===== src/rtl/proc_pkg.sv =====
// Shared definitions for the multicycle processor: opcodes, ALU ops,
// controller state encoding and datapath mux select encodings.
// Imported by the controller, its watchdog, the ALU and the proc top.
package proc_pkg;

    // Instruction opcodes (IR[31:26])
    localparam logic [5:0] OP_RTYPE = 6'h00;
    localparam logic [5:0] OP_J     = 6'h02;
    localparam logic [5:0] OP_BEQ   = 6'h04;
    localparam logic [5:0] OP_BNE   = 6'h05;
    localparam logic [5:0] OP_ADDI  = 6'h08;
    localparam logic [5:0] OP_LW    = 6'h23;
    localparam logic [5:0] OP_SW    = 6'h2B;
    localparam logic [5:0] OP_HALT  = 6'h3F;

    // ALU operation codes (same space as R-type funct)
    localparam logic [5:0] ALU_ADD = 6'h20;
    localparam logic [5:0] ALU_SUB = 6'h22;

    // Controller state encoding, visible on oState
    localparam logic [2:0] ST_FETCH  = 3'd0;
    localparam logic [2:0] ST_DECODE = 3'd1;
    localparam logic [2:0] ST_EXEC   = 3'd2;
    localparam logic [2:0] ST_MEM    = 3'd3;
    localparam logic [2:0] ST_WB     = 3'd4;
    localparam logic [2:0] ST_HALT   = 3'd5;
    localparam logic [2:0] ST_FAULT  = 3'd6;

    // PC source select
    localparam logic [1:0] PCSEL_INC  = 2'd0;  // ALU result, PC+4
    localparam logic [1:0] PCSEL_Z    = 2'd1;  // Z, branch target
    localparam logic [1:0] PCSEL_JUMP = 2'd2;  // {PC[31:28], IR[25:0], 2'b00}

    // ALU operand selects
    localparam logic       ALUA_PC      = 1'b0;
    localparam logic       ALUA_RA      = 1'b1;
    localparam logic [1:0] ALUB_RB      = 2'd0;
    localparam logic [1:0] ALUB_FOUR    = 2'd1;
    localparam logic [1:0] ALUB_IMM     = 2'd2;
    localparam logic [1:0] ALUB_IMM_SH2 = 2'd3;

    // Memory address source
    localparam logic ADDR_PC = 1'b0;
    localparam logic ADDR_Z  = 1'b1;

    // Bundle of every control line the controller drives into the datapath
    typedef struct packed {
        logic       ir_en;
        logic       mdr_en;
        logic       mem_rd;
        logic       mem_wr;
        logic       addr_sel;
        logic       pc_en;
        logic [1:0] pc_sel;
        logic       alu_src_a;
        logic [1:0] alu_src_b;
        logic [5:0] alu_op;
        logic       z_en;
        logic       rf_write;
        logic       rf_dst_sel;
        logic       rf_data_sel;
    } ctrl_t;

    // True for every opcode the controller knows how to sequence
    function automatic logic op_legal(input logic [5:0] op);
        case (op)
            OP_RTYPE, OP_J, OP_BEQ, OP_BNE,
            OP_ADDI, OP_LW, OP_SW, OP_HALT: op_legal = 1'b1;
            default:                        op_legal = 1'b0;
        endcase
    endfunction

endpackage


===== src/rtl/proc_ctrl_wdog.sv =====
// Memory-request watchdog: counts stalled request cycles, flags expiry.
// Latency: expire_o is combinational from the registered count.
// Backpressure: none; clr_i has priority over inc_i, count saturates at TIMEOUT-1.
module proc_ctrl_wdog
    import proc_pkg::*;
#(
    parameter int TIMEOUT = 16,
    parameter int CNT_W   = 8
) (
    input  logic clk_i,
    input  logic rst_i,
    input  logic clr_i,
    input  logic inc_i,
    output logic expire_o
);

    localparam logic [CNT_W-1:0] LAST = CNT_W'(TIMEOUT - 1);

    logic [CNT_W-1:0] cnt_q;
    logic [CNT_W-1:0] cnt_d;

    // Next count: clear on state change, otherwise step while the request stalls
    always_comb begin
        cnt_d = cnt_q;
        if (clr_i) begin
            cnt_d = '0;
        end else if (inc_i && (cnt_q != LAST)) begin
            cnt_d = cnt_q + 1'b1;
        end
    end

    // Count register with synchronous reset
    always_ff @(posedge clk_i) begin
        if (rst_i) begin
            cnt_q <= '0;
        end else begin
            cnt_q <= cnt_d;
        end
    end

    assign expire_o = (cnt_q == LAST);

endmodule


===== src/rtl/proc_ctrl.sv =====
// Multicycle controller: decodes IR and sequences the datapath per instruction.
// Latency: 3 (branch/J), 4 (R-type/ADDI/SW), 5 (LW) cycles plus memory wait cycles.
// Backpressure: memory requests are held stable until iMemReady; watchdog forces FAULT.
module proc_ctrl
    import proc_pkg::*;
#(
    parameter int TIMEOUT = 16,
    parameter int CNT_W   = 8
) (
    input  logic        iClk,
    input  logic        iRst,
    input  logic [31:0] iIR,
    input  logic        iMemReady,
    input  logic        iALUZero,
    output logic        oIR_en,
    output logic        oMDR_en,
    output logic        oMemRead,
    output logic        oMemWrite,
    output logic        oAddrSel,
    output logic        oPC_en,
    output logic [1:0]  oPCSel,
    output logic        oALUSrcA,
    output logic [1:0]  oALUSrcB,
    output logic [5:0]  oALUOp,
    output logic        oZ_en,
    output logic        oRFWrite,
    output logic        oRFDstSel,
    output logic        oRFDataSel,
    output logic [2:0]  oState,
    output logic        oFault
);

    logic [2:0] state_q;
    logic [2:0] state_d;
    ctrl_t      ctrl;
    logic       wd_inc;
    logic       wd_expire;
    logic       wd_clr;

    logic [5:0] opcode;
    logic [5:0] funct;
    logic       is_lw;

    assign opcode = iIR[31:26];
    assign funct  = iIR[5:0];
    assign is_lw  = (opcode == OP_LW);

    // Register specifiers and immediate are consumed by the datapath only
    logic unused_ir_bits;
    assign unused_ir_bits = ^iIR[25:6];

    // Watchdog restarts whenever the FSM moves to a different state
    assign wd_clr = (state_d != state_q);

    proc_ctrl_wdog #(
        .TIMEOUT (TIMEOUT),
        .CNT_W   (CNT_W)
    ) u_wdog (
        .clk_i    (iClk),
        .rst_i    (iRst),
        .clr_i    (wd_clr),
        .inc_i    (wd_inc),
        .expire_o (wd_expire)
    );

    // Next-state and control decode; all strobes default low
    always_comb begin
        ctrl    = '0;
        state_d = state_q;
        wd_inc  = 1'b0;

        case (state_q)
            ST_FETCH: begin
                ctrl.mem_rd    = 1'b1;
                ctrl.addr_sel  = ADDR_PC;
                ctrl.alu_src_a = ALUA_PC;
                ctrl.alu_src_b = ALUB_FOUR;
                ctrl.alu_op    = ALU_ADD;
                if (iMemReady) begin
                    // Ready beats the watchdog on the same cycle
                    ctrl.ir_en  = 1'b1;
                    ctrl.pc_en  = 1'b1;
                    ctrl.pc_sel = PCSEL_INC;
                    state_d     = ST_DECODE;
                end else begin
                    wd_inc = 1'b1;
                    if (wd_expire) begin
                        state_d = ST_FAULT;
                    end
                end
            end

            ST_DECODE: begin
                // Precompute the branch target into Z while decoding
                ctrl.alu_src_a = ALUA_PC;
                ctrl.alu_src_b = ALUB_IMM_SH2;
                ctrl.alu_op    = ALU_ADD;
                ctrl.z_en      = 1'b1;
                state_d        = op_legal(opcode) ? ST_EXEC : ST_FAULT;
            end

            ST_EXEC: begin
                case (opcode)
                    OP_RTYPE: begin
                        ctrl.alu_src_a = ALUA_RA;
                        ctrl.alu_src_b = ALUB_RB;
                        ctrl.alu_op    = funct;
                        ctrl.z_en      = 1'b1;
                        state_d        = ST_WB;
                    end
                    OP_ADDI: begin
                        ctrl.alu_src_a = ALUA_RA;
                        ctrl.alu_src_b = ALUB_IMM;
                        ctrl.alu_op    = ALU_ADD;
                        ctrl.z_en      = 1'b1;
                        state_d        = ST_WB;
                    end
                    OP_LW, OP_SW: begin
                        ctrl.alu_src_a = ALUA_RA;
                        ctrl.alu_src_b = ALUB_IMM;
                        ctrl.alu_op    = ALU_ADD;
                        ctrl.z_en      = 1'b1;
                        state_d        = ST_MEM;
                    end
                    OP_BEQ, OP_BNE: begin
                        // Z still holds the target from DECODE; compare RA-RB
                        ctrl.alu_src_a = ALUA_RA;
                        ctrl.alu_src_b = ALUB_RB;
                        ctrl.alu_op    = ALU_SUB;
                        ctrl.pc_sel    = PCSEL_Z;
                        ctrl.pc_en     = (opcode == OP_BEQ) ? iALUZero : !iALUZero;
                        state_d        = ST_FETCH;
                    end
                    OP_J: begin
                        ctrl.pc_en  = 1'b1;
                        ctrl.pc_sel = PCSEL_JUMP;
                        state_d     = ST_FETCH;
                    end
                    OP_HALT: begin
                        state_d = ST_HALT;
                    end
                    default: begin
                        // Unreachable: DECODE filters illegal opcodes
                        state_d = ST_FAULT;
                    end
                endcase
            end

            ST_MEM: begin
                ctrl.addr_sel = ADDR_Z;
                ctrl.mem_rd   = is_lw;
                ctrl.mem_wr   = !is_lw;
                if (iMemReady) begin
                    ctrl.mdr_en = is_lw;
                    state_d     = is_lw ? ST_WB : ST_FETCH;
                end else begin
                    wd_inc = 1'b1;
                    if (wd_expire) begin
                        state_d = ST_FAULT;
                    end
                end
            end

            ST_WB: begin
                ctrl.rf_write = 1'b1;
                if (is_lw) begin
                    ctrl.rf_data_sel = 1'b1;
                    ctrl.rf_dst_sel  = 1'b0;
                end else if (opcode == OP_RTYPE) begin
                    ctrl.rf_data_sel = 1'b0;
                    ctrl.rf_dst_sel  = 1'b1;
                end else begin
                    ctrl.rf_data_sel = 1'b0;
                    ctrl.rf_dst_sel  = 1'b0;
                end
                state_d = ST_FETCH;
            end

            ST_HALT: begin
                state_d = ST_HALT;
            end

            ST_FAULT: begin
                state_d = ST_FAULT;
            end

            default: begin
                state_d = ST_FAULT;
            end
        endcase
    end

    // State register; reset aborts any instruction in flight
    always_ff @(posedge iClk) begin
        if (iRst) begin
            state_q <= ST_FETCH;
        end else begin
            state_q <= state_d;
        end
    end

    // Output drive; everything held low while reset is asserted
    always_comb begin
        oIR_en     = 1'b0;
        oMDR_en    = 1'b0;
        oMemRead   = 1'b0;
        oMemWrite  = 1'b0;
        oAddrSel   = 1'b0;
        oPC_en     = 1'b0;
        oPCSel     = 2'd0;
        oALUSrcA   = 1'b0;
        oALUSrcB   = 2'd0;
        oALUOp     = 6'd0;
        oZ_en      = 1'b0;
        oRFWrite   = 1'b0;
        oRFDstSel  = 1'b0;
        oRFDataSel = 1'b0;
        oState     = 3'd0;
        oFault     = 1'b0;
        if (!iRst) begin
            oIR_en     = ctrl.ir_en;
            oMDR_en    = ctrl.mdr_en;
            oMemRead   = ctrl.mem_rd;
            oMemWrite  = ctrl.mem_wr;
            oAddrSel   = ctrl.addr_sel;
            oPC_en     = ctrl.pc_en;
            oPCSel     = ctrl.pc_sel;
            oALUSrcA   = ctrl.alu_src_a;
            oALUSrcB   = ctrl.alu_src_b;
            oALUOp     = ctrl.alu_op;
            oZ_en      = ctrl.z_en;
            oRFWrite   = ctrl.rf_write;
            oRFDstSel  = ctrl.rf_dst_sel;
            oRFDataSel = ctrl.rf_data_sel;
            oState     = state_q;
            oFault     = (state_q == ST_FAULT);
        end
    end

endmodule


===== config.mk =====
export PLATFORM = sky130hd
export DESIGN_NAME = proc_ctrl
export DESIGN_NICKNAME = d
export VERILOG_FILES = /design/src/rtl/proc_pkg.sv /design/src/rtl/proc_ctrl_wdog.sv /design/src/rtl/proc_ctrl.sv
export SDC_FILE = /design/constraint.sdc
export NUM_CORES = 1
export LEC_CHECK = 0
export ABC_AREA = 0
export CORE_ASPECT_RATIO = 1.25
export CORE_MARGIN = 2
export CORE_UTILIZATION = 43
export DETAILED_ROUTE_END_ITERATION = 8
export PLACE_DENSITY = 0.88
export SLEW_MARGIN = 20
export SYNTH_ARGS = -nofsm -noshare
export SYNTH_HDL_FRONTEND = slang
export SYNTH_SLANG_ARGS = --single-unit

===== constraint.sdc =====
create_clock -name iClk -period 5.8 [get_ports iClk]
set_input_delay 1.16 -clock iClk [delete_from_list [all_inputs] [get_ports iClk]]
set_output_delay 1.16 -clock iClk [all_outputs]
set_load 0.03 [all_outputs]

---- Word-level counts from Yosys, hierarchy flattened ----
Index checks and enable logic that the tools add are counted.
operators by class
  reductions and logical operators ........ 14
  mux-type cells .......................... 45
  eq/ne operators ......................... 16
  add/subtract/negate cells ............... 1
operator list
  kind                                                   number
  case mux 9 bit (3 select lines)                        2
  2-to-1 mux 1 bit                                       24
  2-to-1 mux 3 bit                                       8
  equality test 6 bit, second input constant             3
  case mux 3 bit (6 select lines)                        1
  equality test 6 x 3 -> 1 bit, second input constant    2
  case mux 3 bit (2 select lines)                        2
  case mux 3 bit (4 select lines)                        1
  OR reduction 2 bit                                     5
  equality test 3 bit, second input constant             3
  adder 8 x 1 -> 8 bit, second input constant            1
  equality test 8 x 4 -> 1 bit, second input constant    1
  2-to-1 mux 2 bit                                       4
  inequality test 8 x 4 -> 1 bit, second input constant  1
  OR reduction 8 bit                                     1
  equality test 3 x 2 -> 1 bit, second input constant    2
  equality test 6 x 2 -> 1 bit, second input constant    1
  equality test 6 x 4 -> 1 bit, second input constant    1
  logical NOT 6 bit                                      1
  2-to-1 mux 6 bit                                       1
  OR reduction 3 bit                                     2
  case mux 1 bit (2 select lines)                        2
  OR reduction 4 bit                                     1
  equality test 3 x 1 -> 1 bit, second input constant    1
  4 further kinds                                        5
storage, ports and cells
  logic and storage cells ................. 78
  output and inout port bits .............. 25
  register bits ........................... 11

---- Depth between registers and ports, before layout ----
Gate-level depths: netlist (run 1).
  depth after elaboration ................. 8
  depth in mapped cells ................... 8
  mapped depth without buffers ............ 6

---- Cells and area by module ----
From an unflattened synthesis (run 1), not the netlist that was laid out.
second synthesis, totals
  cell total of the unflattened synthesis .. 161
  area, all modules ....................... 1243.7 um^2
by module, submodules not included
  module          instances  cells an instance  seq. area each (um^2)  area each (um^2)
  proc_ctrl       1          110                60.1                   764.5
  proc_ctrl_wdog  1          51                 160.2                  479.2

---- Worst setup path before layout (run 1) ----
No wires, ideal clock.
  path type ............................... input -> output
  start point ............................. input port iIR[28]
  end point ............................... output port oPC_en
  path slack .............................. 1536 ps
  required time ........................... 4640 ps
  buffers on the path ..................... 2
  arrival ................................. 3104 ps
  cell stages on the path ................. 5
  cell sequence ........................... buf_6 or2_1 buf_2 nor4b_1 a211o_1
on the way
  cells in the longest elaborated chain, start to end .. 5
  elaborated cells between the ends (all ways) .. 8
  classes of those cells .................. eq/ne: 3; mux: 4; reduce/logical: 1
ends and longest elaborated chain
  element                                                        RTL line                            text
  start, declared                                                proc_ctrl.sv:12                     input logic [31:0] iIR,
  equality test 6 x 3 -> 1 bit, on equally long branches         proc_ctrl.sv:103, proc_ctrl.sv:131
  2-to-1 mux 1 bit / OR reduction 2 bit (equally long branches)  n/a
  case mux 3 bit (2 select lines) *                              proc_ctrl.sv:103                    case (opcode)
  case mux 3 bit (2 select lines) *                              proc_ctrl.sv:72                     case (state_q)
  2-to-1 mux 1 bit *                                             proc_ctrl.sv:220                    if (!iRst) begin
  end, declared                                                  proc_ctrl.sv:20                     output logic oPC_en,
Every way passes the cells marked *; elsewhere a longest branch is shown, timed or not.

---- Final worst setup path (run 1) ----
  start point ............................. input port iIR[26]
  end point ............................... output port oALUOp[4]
on the way
  cells in the longest elaborated chain, start to end .. 5
  elaborated cells between the ends (all ways) .. 11
  classes of those cells .................. eq/ne: 5; mux: 3; reduce/logical: 3
ends and longest elaborated chain
  element                                                                           RTL line          text
  equality test 6 bit (tied with other cells)                                       proc_ctrl.sv:103
  OR reduction 3 bit (no source line) / OR reduction 2 bit (equally long branches)  n/a
  case mux 9 bit (3 select lines) *                                                 proc_ctrl.sv:103
  case mux 9 bit (3 select lines) *                                                 proc_ctrl.sv:72
  2-to-1 mux 6 bit *                                                                proc_ctrl.sv:220
  end, declared                                                                     proc_ctrl.sv:24   output logic [5:0] oALUOp,
Marks and branches as above.

==> results of run 1 <==
-- metal layers --
metal / routed length [microns] / GRT usage / vias to the layer above
met4: 70 / 0.0811 / 0
met2: 1590 / 0.345 / 39
met5: 0 / 0 / -
met1: 1240 / 0.246 / 606
li1: - / - / 652
met3: 151 / 0.0288 / 7
-- logic make-up (layout without fill, tap and decap cells) --
family,after synthesis,count (layout)
and+or+nand+nor,90,90
DFF,11,11
buffers and inverters,19,50
muxes,1,1
xor gates and xnor gates,8,8
adders and majority gates,1,1
AOI/OAI and AO/OA,33,33
-- metrics by stage --
stage | worst slack [ns] | utilization
finish | 1.00 | 0.594
global route | 0.840 | 0.594
CTS | 0.996 | 0.594
detailed placement | 1.00 | 0.584
global placement | 1.01 | 0.584
floorplan | 1.54 | -
-- synth_stat cells, types with 2 or more instances --
cell	instances
or2_2	2
nand2_1	10
and2_1	5
dfxtp_1	11
or3_1	4
nand2b_1	3
nor3_1	7
a211o_1	4
buf_6	3
nand3b_1	4
nor2_1	20
nand3_1	5
o21ai_0	5
buf_2	4
a21oi_1	6
nor4_1	11
nor2b_1	6
clkbuf_1	6
o22ai_1	2
xnor2_1	7
and3_1	4
inv_1	6
-- cell type report --
| type | count | share of cell area |
|---|---|---|
| clock buffers | 4 | 0.0168 |
| multi-input cells | 133 | 0.544 |
| flip-flops and latches | 11 | 0.141 |
| well taps | 34 | 0.0273 |
| repair buffers | 40 | 0.257 |
| inverters | 6 | 0.0144 |
-- power groups by stage --
stage	clock [uW]	combinational, uW	sequential, uW
2_1_floorplan	0	245	98.2
3_5_place_dp	0	303	124
4_1_cts	56.5	303	122
5_1_grt	57.9	329	129
6_report	54.6	302	123
3_3_place_gp	0	296	123
-- final timing paths --
check	slack [ns]	depth (start not counted)	to
max	1.00	6	oALUOp[4]
min	0.56	2	u_wdog.cnt_q[1]
max reg2reg	3.60	5	u_wdog.cnt_q[7]
min reg2reg	0.56	2	u_wdog.cnt_q[1]
-- cell usage in the layout, fill, tap and decap left out, types with 2 or more instances in the layout --
master,count
nand2b_1,3
nor4_1,11
clkbuf_4,3
clkdlybuf4s50_1,40
and3_1,4
or2_2,2
nand3b_1,4
nand3_1,5
nor2b_1,6
a211o_1,4
and2_1,5
nor2_1,20
nor3_1,7
o21ai_0,5
a21oi_1,6
or3_1,4
o22ai_1,2
dfxtp_1,11
inv_1,6
xnor2_1,7
nand2_1,10
-- sequential cells by signal, indices dropped and copies added, names as in the netlist --
register,count
state_q,3
u_wdog.cnt_q,8
-- tightest hold or removal path, delay by kind of cell, from the launching register on --
kind,cells,cell delay [ns]
flops,1,0.33
simple gates,1,0.10
compound gates,1,0.07
==> metrics.txt, run 1 <==
Non-Filler Instances=228; HP Start=u_wdog.cnt_q[1]; reg2reg start=u_wdog.cnt_q[7]; Reg clk slew, reported paths=0.08 ns; IO Count=61; Clk Latency, worst-skew pair=0.28 ns; total grt overflow=0; area of the multi-input gates=848 sq um; routed len/inst=13.4 microns; Post-synth EDFFs=0; area grow syn2layout=33.7%; Yosys reg bits=11; Adder-Cell Fraction of Synth Area=0.0107; clock buffer count from CTS=3; Relative slew margins=0.454; period utilization=0.827; site row count=21; Final Cell Area=1560 sq um; via-per-instance ratio=5.72; Max-Cap Viols=0; Critical Path Max Stage Delay=0.66 ns; Comb pwr share=0.630; sequential share of the synthesized area=0.189; Die Span Y=62.3 microns; initial drt markers=42; final-layout fill cell count=250; worst-path fanout max=9; CP cell instances=clkdlybuf4s50_1, or3_1, or3_1, nor2_1, and2_1, clkdlybuf4s50_1; Pleak=0.000534 uW; CORE AREA=2630 sq um; cell-internal power=232 uW; clock network fraction of design power=0.114; Switching Share=0.515; Reg power frac=0.256; nets=232; critical path type=in -> out; Worst Setup SP=iIR[26]; Gate Count Post-Synth=163; Async SR Flop Fraction=0; die span in x=50.6 microns; Residual DRC=0; CTS tree=built; vias in the first global route=1,168; RSZ-0062 raised after global routing=no; DR pass1 iterations=4; Startpoint Class=primary input; Mapped Avg Cell Area=7.16 sq um; initial core utilization=0.444; initial antenna violation count=0; die area=3150 sq um; post-cts gate resize count=0; Mapped Nets=200; H-Tree Depth=1; Mapped Area=1170 sq um; layout cells sized above 1=0.0619; Placer Congestion=0.849; final setup vio count=0; Slew Limit Fails=0; Fin Clk Skew=0.0106 ns; overall power=479 uW; ys flop type=dfxtp_1; Global Route Usage Sum=0.201; Syn. warnings=0; Sink Count=11; FMAX=0.209 GHz; outcome=finished clean; Largest delay share family, worst path=simple AND/OR/NAND/NOR gates; post-synthesis mux area share=0.00857; pin count of the biggest net entering global routing=19; Synth Area in XOR/XNOR=0.0600; share of Yosys cell area claimed by the top area cell type=0.189; first-pass GRT wire length=5190 microns; # diodes=0; drt total wl=3050 microns; hold_buf cts=0; power density over the cells=307 nW/um^2; top post-synthesis cells by area=dfxtp_1 (19%), nor2_1 (6.4%), nor4_1 (5.9%); number of setup buffers added after CTS=0; root buf cell=clkbuf_4; Slowest cell on crit path=clkdlybuf4s50_1; Routed Antenna Nets=0; Tmin final=4.80 ns; largest family of logic cells by synthesized area=simple AND/OR/NAND/NOR gates; DP Wirelength=2320 microns; switching power=247 uW; peak supply drop=0.000245 V; WP data required=4.64 ns; CP Capture Type=primary output; Synth Area in Simple Gates=0.431; final hold violation count=0; WP buf/inv=2; CP arrival=3.64 ns; Hold WC Path Type=reg -> reg; placed insts=224; Storage cell area=220 sq um; DR vias=1,304; I/O Buffers=40; Synth Area in Compound Gates=0.217; clk buf depth=2; post-place instance area=1530 sq um; Yosys cell types=50; Setup TNS=0 ns; Worst Hold Slack=0.559 ns; largest area contributor in the netlist=dfxtp_1; Slew @ Worst Pin=0.816 ns
(Power assumes the default switching activity.)
==> run 2, diff against run 1 <==
- CORE_UTILIZATION: 43 -> 40
- PLACE_DENSITY: 0.88 -> 0.83
- clock period: 5.8 -> 4.45 ns (I/O delays scaled with it)
==> run 2 against run 1 <==
Effect of this change:
- cell count increased by 2.2%
- worst hold slack got worse by 0.010 ns
- utilization decreased by 0.91 points
- sequential power increased by 33%
- combinational power increased by 33%
- clock skew decreased by 0.0076 ns
- global-route usage about the same
- critical path type unchanged
- highest routed layer unchanged
==> metrics.txt, run 2 (synthesis gave the netlist of run 1 again) <==
Relative slew margins=0.447 (-0.00706); Slowest cell on crit path=clkdlybuf4s50_1; Comb pwr share=0.634 (+0.004); total grt overflow=0 (unchanged); CTS tree=built; pin count of the biggest net entering global routing=19 (unchanged); Startpoint Class=primary input; DR vias=1,313 (+0.69%); Setup TNS=0 ns (unchanged); CP Capture Type=primary output; commonest non-fill, non-tap cell in the layout=clkdlybuf4s50_1; Largest delay share family, worst path=buffers and inverters; routed len/inst=14.4 microns (+8.0%); area grow syn2layout=36.9%; Slew @ Worst Pin=0.826 ns (+0.0105 ns); clock buffer count from CTS=3 (unchanged); peak supply drop=0.000262 V (+7.2%); Slew Limit Fails=0 (unchanged); clk buf depth=2 (unchanged); DP Wirelength=2640 microns (+14%); WP buf/inv=2 (unchanged); biggest registers after layout=u_wdog.cnt_q: 8 flops, state_q: 3 flops; die span in x=52.3 microns (+3.4%); Fin Clk Skew=0.00303 ns (-0.00757 ns); final setup vio count=0 (unchanged); die area=3370 sq um (+7.0%); cell-internal power=306 uW (+32%); worst-path fanout max=9 (unchanged); I/O Buffers=40 (unchanged); power density over the cells=395 nW/um^2 (+29%); Max-Cap Viols=0 (unchanged); Final Cell Area=1600 sq um (+2.4%); # diodes=0 (unchanged); most frequent cells in the layout=clkdlybuf4s50_1 (40), nor2_1 (20), nor4_1 (11), dfxtp_1 (11), nand2_1 (10); CP arrival=3.24 ns (-0.40 ns); vias in the first global route=1,266 (+8.4%); most frequent CP cell=clkdlybuf4s50_1; Reg clk slew, reported paths=0.06 ns (-0.02 ns); overall power=632 uW (+32%); Hold WC Path Type=reg -> reg; setup slack after layout=0.321 ns (-0.683 ns); FMAX=0.242 GHz; clock network fraction of design power=0.106 (-0.008); Largest Register=u_wdog.cnt_q; RSZ-0062 raised after global routing=no; CP cell instances=clkdlybuf4s50_1, or2_1, or3_1, nor2_1, and2_1, clkdlybuf4s50_1; critical path type=in -> out; DR pass1 iterations=4 (unchanged); max reg flops=8 (unchanged); Reg power frac=0.260 (+0.004); CORE AREA=2730 sq um (+4.0%); layout cells sized above 1=0.0854 (+0.0236); site row count=21 (unchanged); pre-CTS setup slack=0.341 ns (-0.660 ns); post-place instance area=1570 sq um (+2.4%); number of setup buffers added after CTS=0 (unchanged); via-per-instance ratio=5.64 (-1.5%); Switching Share=0.516 (+0.000912); Routed Antenna Nets=0 (unchanged); Global Route Usage Sum=0.201 (about the same); Residual DRC=0 (unchanged); nets=237 (+2.2%); Tmin final=4.13 ns; outcome=finished clean; Pleak=0.000558 uW (+4.5%); setup slack, reg-to-reg=2.15 ns (-1.45 ns); IO Count=61 (unchanged); Placer Congestion=0.943 (+11%); final hold violation count=0 (unchanged); initial drt markers=23 (-45%); period utilization=0.928; Clk Latency, worst-skew pair=0.27 ns (about the same); initial core utilization=0.427 (-0.0171); post-cts gate resize count=0 (unchanged); hold_buf cts=0 (unchanged); H-Tree Depth=1 (unchanged); initial antenna violation count=0 (unchanged); first-pass GRT wire length=5280 microns (+1.7%); Die Span Y=64.4 microns (+3.4%); drt total wl=3360 microns (+10%); root buf cell=clkbuf_4; Worst Hold Slack=0.549 ns (-0.0101 ns); Sink Count=11 (unchanged); WP data required=3.56 ns (-1.08 ns); switching power=326 uW (+32%); Critical Path Max Stage Delay=0.67 ns (about the same)
run 2: worst paths after layout:
kind / from / endpoint / cells past startpoint
setup / recovery: iIR[28] / oALUOp[2] / 6
hold / removal: u_wdog.cnt_q[1] / u_wdog.cnt_q[1] / 2
setup reg to reg: u_wdog.cnt_q[7] / u_wdog.cnt_q[7] / 5
hold reg to reg: u_wdog.cnt_q[1] / u_wdog.cnt_q[1] / 2
run 2: cell type report:
type | instances | area, sq um
fillers | 250 | 1130
clock buffers | 4 | 26.3
well taps | 34 | 42.5
flip-flops and latches | 11 | 220
inverters | 6 | 22.5
multi-input cells | 133 | 848
repair buffers | 45 | 438
run 2: power groups by stage:
stage	clock network [uW]	registers, uW	logic [uW]
2_1_floorplan	0	128	319
3_3_place_gp	0	160	385
3_5_place_dp	0	163	398
4_1_cts	70.2	161	399
5_1_grt	72.4	167	433
6_report	67.1	164	401
run 2: routing by layer:
metal / GRT usage / part of all wire / vias to the layer above
met3: 0.0164 / 0.055 / 11
met2: 0.373 / 0.53 / 39
met5: 0 / 0 / -
met4: 0.125 / 0.034 / 0
met1: 0.206 / 0.38 / 599
li1: - / - / 664
run 2: per-stage QoR:
stage / util / std cells
after detailed placement: 0.575 / 229
after CTS: 0.585 / 233
final: 0.585 / 233
after global placement: 0.575 / 229
after floorplan: - / 163
after global routing: 0.585 / 233
run 2: worst reg2reg max path, delay by kind of cell (launching register included):
kind | cells | cell delay (ns)
DFF | 1 | 0.32
AOI/OAI and AO/OA | 3 | 1.13
and+or+nand+nor | 2 | 0.70
